$ cat src/rtl/frame_out_stage_if.sv
// frame_out_if: bundles the read-memory side (RE, RdAdd, In_byte) and the
// output word side (Out_byte, CEO, Valid_out, out_done) of frame_out_stage.
//   master : the frame_out_stage instance (drives RE/RdAdd and the output word)
//   slave  : the memory / downstream environment (drives In_byte)
interface frame_out_if #(
  parameter int DW = 8,
  parameter int AW = 8
);
  logic          RE;         // ping-pong bank select
  logic [AW-1:0] RdAdd;      // read address into the selected bank
  logic [DW-1:0] In_byte;    // sync-RAM read data, one clk after RdAdd
  logic [DW-1:0] Out_byte;   // output word, held for a CE period
  logic          CEO;        // output strobe (CE delayed one clk)
  logic          Valid_out;  // Out_byte carries frame data
  logic          out_done;   // one-clk pulse with the last word of a frame

  modport master (
    output RE, RdAdd, Out_byte, CEO, Valid_out, out_done,
    input  In_byte
  );

  modport slave (
    input  RE, RdAdd, Out_byte, CEO, Valid_out, out_done,
    output In_byte
  );
endinterface

$ cat src/rtl/frame_out_stage.sv
// frame_out_stage: reads a completed frame out of a ping-pong memory pair and
// issues it one word per output strobe.
// Ports:
//   clk, reset : system clock, asynchronous active-high reset
//   DONE       : one-clk pulse, a frame is ready in the write-side bank
//   clr_ovr    : one-clk pulse, clears the sticky overrun flag
//   busy       : high while ARMED or RUN
//   overrun    : sticky, a DONE had to be discarded
//   bus        : frame_out_if master (memory read port + output word)
module frame_out_stage #(
  parameter int DW        = 8,
  parameter int AW        = 8,
  parameter int FRAME_LEN = 188,
  parameter int CE_DIV    = 8
) (
  input  logic clk,
  input  logic reset,
  input  logic DONE,
  input  logic clr_ovr,
  output logic busy,
  output logic overrun,
  frame_out_if.master bus
);

  localparam int            CW       = $clog2(CE_DIV);
  localparam logic [CW-1:0] CNT_MAX  = CW'(CE_DIV - 1);
  localparam logic [AW-1:0] LAST_ADD = AW'(FRAME_LEN - 1);

  localparam logic [1:0] ST_IDLE  = 2'd0;
  localparam logic [1:0] ST_ARMED = 2'd1;
  localparam logic [1:0] ST_RUN   = 2'd2;

  logic [CW-1:0] cnt_q, cnt_d;
  logic          ce_q, ce_d;
  logic          ceo_q;
  logic [1:0]    state_q, state_d;
  logic          re_q, re_d;
  logic [AW-1:0] rd_add_q, rd_add_d;
  logic [DW-1:0] out_byte_q, out_byte_d;
  logic          valid_q, valid_d;
  logic          out_done_q, out_done_d;
  logic          pending_q, pending_d;
  logic          overrun_q, overrun_d;
  logic          ovr_set_s;

  // Strobe divider: CE is registered so it rises on the CE_DIV-th edge.
  always_comb begin
    ce_d = (cnt_q == CNT_MAX);
    if (cnt_q == CNT_MAX) begin
      cnt_d = '0;
    end else begin
      cnt_d = cnt_q + CW'(1);
    end
  end

  // Frame sequencer: bank handoff, address walk, pending/overrun bookkeeping.
  always_comb begin
    state_d    = state_q;
    re_d       = re_q;
    rd_add_d   = rd_add_q;
    out_byte_d = out_byte_q;
    valid_d    = valid_q;
    out_done_d = 1'b0;
    pending_d  = pending_q;
    ovr_set_s  = 1'b0;
    case (state_q)
      ST_IDLE: begin
        // A CE here only drops Valid_out; DONE arms but never starts RUN.
        if (ce_q) begin
          valid_d = 1'b0;
        end else begin
          valid_d = valid_q;
        end
        if (DONE) begin
          re_d     = ~re_q;
          rd_add_d = '0;
          state_d  = ST_ARMED;
        end else begin
          state_d  = ST_IDLE;
        end
      end
      ST_ARMED: begin
        if (ce_q) begin
          valid_d = 1'b0;
          state_d = ST_RUN;
        end else begin
          state_d = ST_ARMED;
        end
        if (DONE) begin
          if (pending_q) begin
            ovr_set_s = 1'b1;
          end else begin
            pending_d = 1'b1;
          end
        end else begin
          pending_d = pending_q;
        end
      end
      ST_RUN: begin
        if (ce_q && (rd_add_q == LAST_ADD)) begin
          out_byte_d = bus.In_byte;
          valid_d    = 1'b1;
          out_done_d = 1'b1;
          // A DONE arriving on the final CE counts as the next frame.
          if (pending_q || DONE) begin
            re_d      = ~re_q;
            rd_add_d  = '0;
            state_d   = ST_ARMED;
            // Pending slot is consumed; a simultaneous DONE refills it.
            pending_d = pending_q & DONE;
          end else begin
            state_d   = ST_IDLE;
          end
        end else begin
          if (ce_q) begin
            out_byte_d = bus.In_byte;
            valid_d    = 1'b1;
            rd_add_d   = rd_add_q + AW'(1);
          end else begin
            rd_add_d   = rd_add_q;
          end
          if (DONE) begin
            if (pending_q) begin
              ovr_set_s = 1'b1;
            end else begin
              pending_d = 1'b1;
            end
          end else begin
            pending_d = pending_q;
          end
        end
      end
      default: begin
        state_d = ST_IDLE;
      end
    endcase
    // A new overrun event beats a coincident clear.
    if (ovr_set_s) begin
      overrun_d = 1'b1;
    end else if (clr_ovr) begin
      overrun_d = 1'b0;
    end else begin
      overrun_d = overrun_q;
    end
  end

  // State and output registers.
  always_ff @(posedge clk or posedge reset) begin
    if (reset) begin
      cnt_q      <= '0;
      ce_q       <= 1'b0;
      ceo_q      <= 1'b0;
      state_q    <= ST_IDLE;
      re_q       <= 1'b0;
      rd_add_q   <= '0;
      out_byte_q <= '0;
      valid_q    <= 1'b0;
      out_done_q <= 1'b0;
      pending_q  <= 1'b0;
      overrun_q  <= 1'b0;
    end else begin
      cnt_q      <= cnt_d;
      ce_q       <= ce_d;
      ceo_q      <= ce_q;
      state_q    <= state_d;
      re_q       <= re_d;
      rd_add_q   <= rd_add_d;
      out_byte_q <= out_byte_d;
      valid_q    <= valid_d;
      out_done_q <= out_done_d;
      pending_q  <= pending_d;
      overrun_q  <= overrun_d;
    end
  end

  assign busy          = (state_q == ST_ARMED) || (state_q == ST_RUN);
  assign overrun       = overrun_q;
  assign bus.RE        = re_q;
  assign bus.RdAdd     = rd_add_q;
  assign bus.Out_byte  = out_byte_q;
  assign bus.CEO       = ceo_q;
  assign bus.Valid_out = valid_q;
  assign bus.out_done  = out_done_q;

endmodule

$ cat src/flat_wrapper.sv
// flat-port wrapper written by rule: the top's interface ports become plain ports
module frame_out_stage_flat 
#(
  parameter int DW        = 8,
  parameter int AW        = 8,
  parameter int FRAME_LEN = 188,
  parameter int CE_DIV    = 8
)
  (clk, reset, DONE, clr_ovr, busy, overrun, bus_RE, bus_RdAdd, bus_Out_byte, bus_CEO, bus_Valid_out, bus_out_done, bus_In_byte);
  frame_out_if #(.DW(DW), .AW(AW)) bus_i ();
  input  logic clk;
  input  logic reset;
  input  logic DONE;
  input  logic clr_ovr;
  output logic busy;
  output logic overrun;
  output wire logic [$bits(bus_i.RE)-1:0] bus_RE;
  output wire logic [$bits(bus_i.RdAdd)-1:0] bus_RdAdd;
  output wire logic [$bits(bus_i.Out_byte)-1:0] bus_Out_byte;
  output wire logic [$bits(bus_i.CEO)-1:0] bus_CEO;
  output wire logic [$bits(bus_i.Valid_out)-1:0] bus_Valid_out;
  output wire logic [$bits(bus_i.out_done)-1:0] bus_out_done;
  input wire logic [$bits(bus_i.In_byte)-1:0] bus_In_byte;
  assign bus_RE = bus_i.RE;
  assign bus_RdAdd = bus_i.RdAdd;
  assign bus_Out_byte = bus_i.Out_byte;
  assign bus_CEO = bus_i.CEO;
  assign bus_Valid_out = bus_i.Valid_out;
  assign bus_out_done = bus_i.out_done;
  assign bus_i.In_byte = bus_In_byte;
  frame_out_stage #(.DW(DW), .AW(AW), .FRAME_LEN(FRAME_LEN), .CE_DIV(CE_DIV)) u_core (.clk(clk), .reset(reset), .DONE(DONE), .clr_ovr(clr_ovr), .busy(busy), .overrun(overrun), .bus(bus_i));
endmodule
$ cat config.mk
export PLATFORM = sky130hd
export DESIGN_NAME = frame_out_stage_flat
export DESIGN_NICKNAME = d
export VERILOG_FILES = /design/src/rtl/frame_out_stage_if.sv /design/src/rtl/frame_out_stage.sv /design/src/flat_wrapper.sv
export SDC_FILE = /design/constraint.sdc
export NUM_CORES = 1
export LEC_CHECK = 0
export BUFFER_PORTS_ARGS = -buffer_cell sky130_fd_sc_hd__buf_2
export CORE_ASPECT_RATIO = 0.8
export CORE_MARGIN = 1
export CORE_UTILIZATION = 49
export CTS_BUF_LIST = sky130_fd_sc_hd__clkbuf_4
export DETAILED_ROUTE_END_ITERATION = 16
export PLACE_DENSITY = 0.77
export SLEW_MARGIN = 40
export SYNTH_ARGS = -nofsm -noshare
export SYNTH_HDL_FRONTEND = slang
export SYNTH_SLANG_ARGS = --single-unit
$ cat constraint.sdc
create_clock -name clk -period 1.86 [get_ports clk]
set_input_delay 0.093 -clock clk [delete_from_list [all_inputs] [get_ports clk]]
set_output_delay 0.093 -clock clk [all_outputs]
set_load 0.03 [all_outputs]
==> impl_metrics.yaml <==
outcome:
  outcome: "completed"
critical_path:
  timing.critical_path.arrival_ns: 2.00
  reg2regPathDepth: 7
  crit_path_start_kind: "register"
  worstSetupEndpointType: "register"
  setup.reg_to_reg.worst_slack_ns: 0.10
  regToRegStartpoint: "u_core.state_q[0]$_DFFE_PP0P_"
  crit_path_max_incr_delay_ns: 0.43
  critical-path-slowest-cell: "sky130_fd_sc_hd__dfrtp_1"
  timing.critical_path.required_ns: 2.10
  timing.rr.end: "u_core.bus.RdAdd[6]$_DFFE_PP0P_"
  worstSetupPathType: "reg -> reg"
  critPathMaxFanout: 6
  critical_path.cell_chain: "inv_1 -> ha_1 -> nor2b_1 -> buf_4 -> nor4_1 -> xnor2_1 -> nor2_1"
sta:
  layout_min_cycle_time_ns: 1.76
  hold_slack_ns: 0.0763
  worst_slew_margin_rel_pct: 73.2
  final-setup-viol-count: 0
  hold_viol_final: 0
  final.setup.tns_ns: 0
  fin_worst_skew_ns: 0.0128
  post-route-period-util_pct: 94.6
  worst_slew_pin_slew_ns: 0.399
  maxSlewViolCount: 0
  unrepaired_setup_endpoints_after_global_routing: "no"
  fin_ws_ns: 0.100
  maxClockFrequency_ghz: 0.568
synth:
  number_of_flops_mapped_to_enable_cells_by_yosys: 0
  ys_seq_elements: 28
  ys_seq_area_share_pct: 51.9
  synth_fp_nets: 131
  synth_largest_type_area_fraction_pct: 51.9
  synthArstFlopShare_pct: 100
  synth_top_area_cell: "sky130_fd_sc_hd__dfrtp_1"
  synth_area_per_cell_um2: 12.1
  synth_cells: 112
  yosys.cell_types.count: 35
  yosys_most_used_dff: "sky130_fd_sc_hd__dfrtp_1"
  synth_area_leaders: "sky130_fd_sc_hd__dfrtp_1 52%, sky130_fd_sc_hd__mux2_2 6.7%, sky130_fd_sc_hd__ha_1 6.5%"
  synth.cell_area_um2: 1350
  synth_warnings: 0
floorplanning:
  core_um2: 2520
  chipWidth_um: 60.7
  core.rowCount: 16
  area_of_the_die_um2: 2970
  die_h_um: 49.0
  start_util_pct: 53.6
  ioPinCount: 34
finish:
  fill_cells: 199
  final_design_area_no_fill_um2: 1750
  syn2layout_area_growth_pct: 29.7
  layout.cells.most_common: "sky130_fd_sc_hd__buf_2"
  layout.core_utilization_pct: 69.5
  insertedDiodeCount: 0
  fin_nets: 181
  post_route_cells_drive_above_1_share_pct: 37.9
  layout_common_cells: "33 x sky130_fd_sc_hd__buf_2, 28 x sky130_fd_sc_hd__dfrtp_1, 10 x sky130_fd_sc_hd__nor2_1"
hold_path:
  min_path_cells: 3
  hp-start: "DONE"
  whs_endpoint: "u_core.pending_q$_DFFE_PP0P_"
  min_path_type: "in -> reg"
detailed_routing:
  viasPerCell: 5.10
  drtIter0Drc: 30
  drtAntennaViolNets: 0
  vias: 1004
  detail_route.drc_violations: 0
  totalWireLength_mm: 2.66
  route.detailed.wl_per_inst_um: 13.5
  detailedRoute.firstPassIterationCount: 4
power:
  cellLeakagePower_nw: 0.821
  vdd_ir_drop_max_v: 0.000520
  p_per_area_nw_per_um2: 632
flow_run:
  maxCapViolations: 0
place:
  detailed_place_hpwl_mm: 1.87
  dp_worst_setup_slack_ns: 0.101
  place_congestion: 0.795
  placed_area_um2: 1580
  io_buffers: 33
clocking:
  cts_tree: "yes"
  cts_num_sinks: 28
  cts.clk_slew.worst_paths_ns: 0.16
  cts_root_buffer: "sky130_fd_sc_hd__clkbuf_4"
  cts_buffer_depth: 2
  cts_buffers: 3
  clk-insertion-delay-late_ns: 0.33
  cts_htree_levels: 1
global_routing:
  busiest_layer: "met2"
  use_met3_pct: 5.57
  grt_first_pass_wirelength_mm: 4.72
  grt_start_max_net_pins: 29
  gr-usage-met2_pct: 36.1
  grtUsageMet1_pct: 28.0
  overflow: 0
  grt_usage_pct: 21.4
  first_global_vias: 1068
  antenna_found_initial: 0
## layout make-up
class,count,area [um^2],area share (%)
tap,36,45.0,2.57
inverter,5,18.8,1.07
sequential,28,701,40.0
clock buffer,3,22.5,1.28
multi-input combinational,76,636,36.3
timing repair buffer,48,300,17.1
clock inverter,1,30.0,1.71
## power by group
group	switching [W]	internal, W	total (W)
Combinational	0.0000464	0.0000373	0.0000837
Sequential	0.00000495	0.000619	0.000624
Clock	0.000181	0.000218	0.000399
## critical path, delay by kind of cell, from the launching register on
kind,cells,cell delay [ns]
simple gates,3,0.54
xor+xnor,1,0.16
buf+inv,2,0.28
fa+ha+maj,1,0.26
flops,1,0.43
## stage by stage
| step | total power, W | instances |
|---|---|---|
| global route | 0.00115 | 197 |
| floorplan | 0.000676 | 112 |
| finish | 0.00111 | 197 |
| global placement | 0.000703 | 183 |
| CTS | 0.00112 | 196 |
| detailed placement | 0.000706 | 183 |
## flip-flops by register name, summed over array words and instances, names as in the netlist
name                  count
u_core.bus.Out_byte       8
u_core.bus.RdAdd          8
u_core.cnt_q              3
u_core.state_q            2
u_core.bus.CEO            1
u_core.bus.RE             1
u_core.bus.Valid_out      1
u_core.bus.out_done       1
u_core.ce_q               1
u_core.overrun            1
u_core.pending_q          1
## cell families (layout without fill, tap and decap cells)
kind of cell    Yosys count  after routing  synth area share (%)
flops                    28             28                  51.9
compound gates           16             16                  10.6
simple gates             37             37                  15.8
fa+ha+maj                 7              7                  6.48
buf+inv                   8             57                  2.87
mux                      10             10                  8.43
xor+xnor                  6              6                  3.89
## cells in the mapped netlist (2+ instances only)
cell type,n
sky130_fd_sc_hd__dfrtp_1,28
sky130_fd_sc_hd__mux2_2,8
sky130_fd_sc_hd__inv_1,5
sky130_fd_sc_hd__nor2b_1,4
sky130_fd_sc_hd__nor3_1,3
sky130_fd_sc_hd__nand3_1,2
sky130_fd_sc_hd__a21oi_1,4
sky130_fd_sc_hd__nor4_1,3
sky130_fd_sc_hd__o21ai_0,4
sky130_fd_sc_hd__xnor2_1,5
sky130_fd_sc_hd__ha_1,7
sky130_fd_sc_hd__nand2_1,7
sky130_fd_sc_hd__nor2_1,10
## per-layer routing
layer,wire length (um),up-vias
met2,1300,37
met3,115,2
met4,12,0
met5,0,-
li1,-,489
met1,1230,476
## repair_timing
action	CTS	global route
hold endpoints to repair	36	0
hold buffers	9	0
gates resized for setup	0	4
endpoints found under the setup margin	0	5
buffers inserted	0	1
## how the worst max path moves through the flow
stage / from / endpoint / cells past startpoint
after global placement: u_core.state_q[0]$_DFFE_PP0P_ / u_core.bus.RdAdd[5]$_DFFE_PP0P_ / 7
after detailed placement: u_core.state_q[0]$_DFFE_PP0P_ / u_core.bus.RE$_DFFE_PP0P_ / 6
after global routing: u_core.state_q[1]$_DFFE_PP0P_ / u_core.bus.RdAdd[3]$_DFFE_PP0P_ / 7
after floorplan: u_core.state_q[0]$_DFFE_PP0P_ / u_core.bus.RdAdd[0]$_DFFE_PP0P_ / 7
after CTS: u_core.state_q[0]$_DFFE_PP0P_ / u_core.bus.RE$_DFFE_PP0P_ / 6
final: u_core.state_q[0]$_DFFE_PP0P_ / u_core.bus.RdAdd[6]$_DFFE_PP0P_ / 7
No activity file was read; power rests on OpenSTA's default activity.
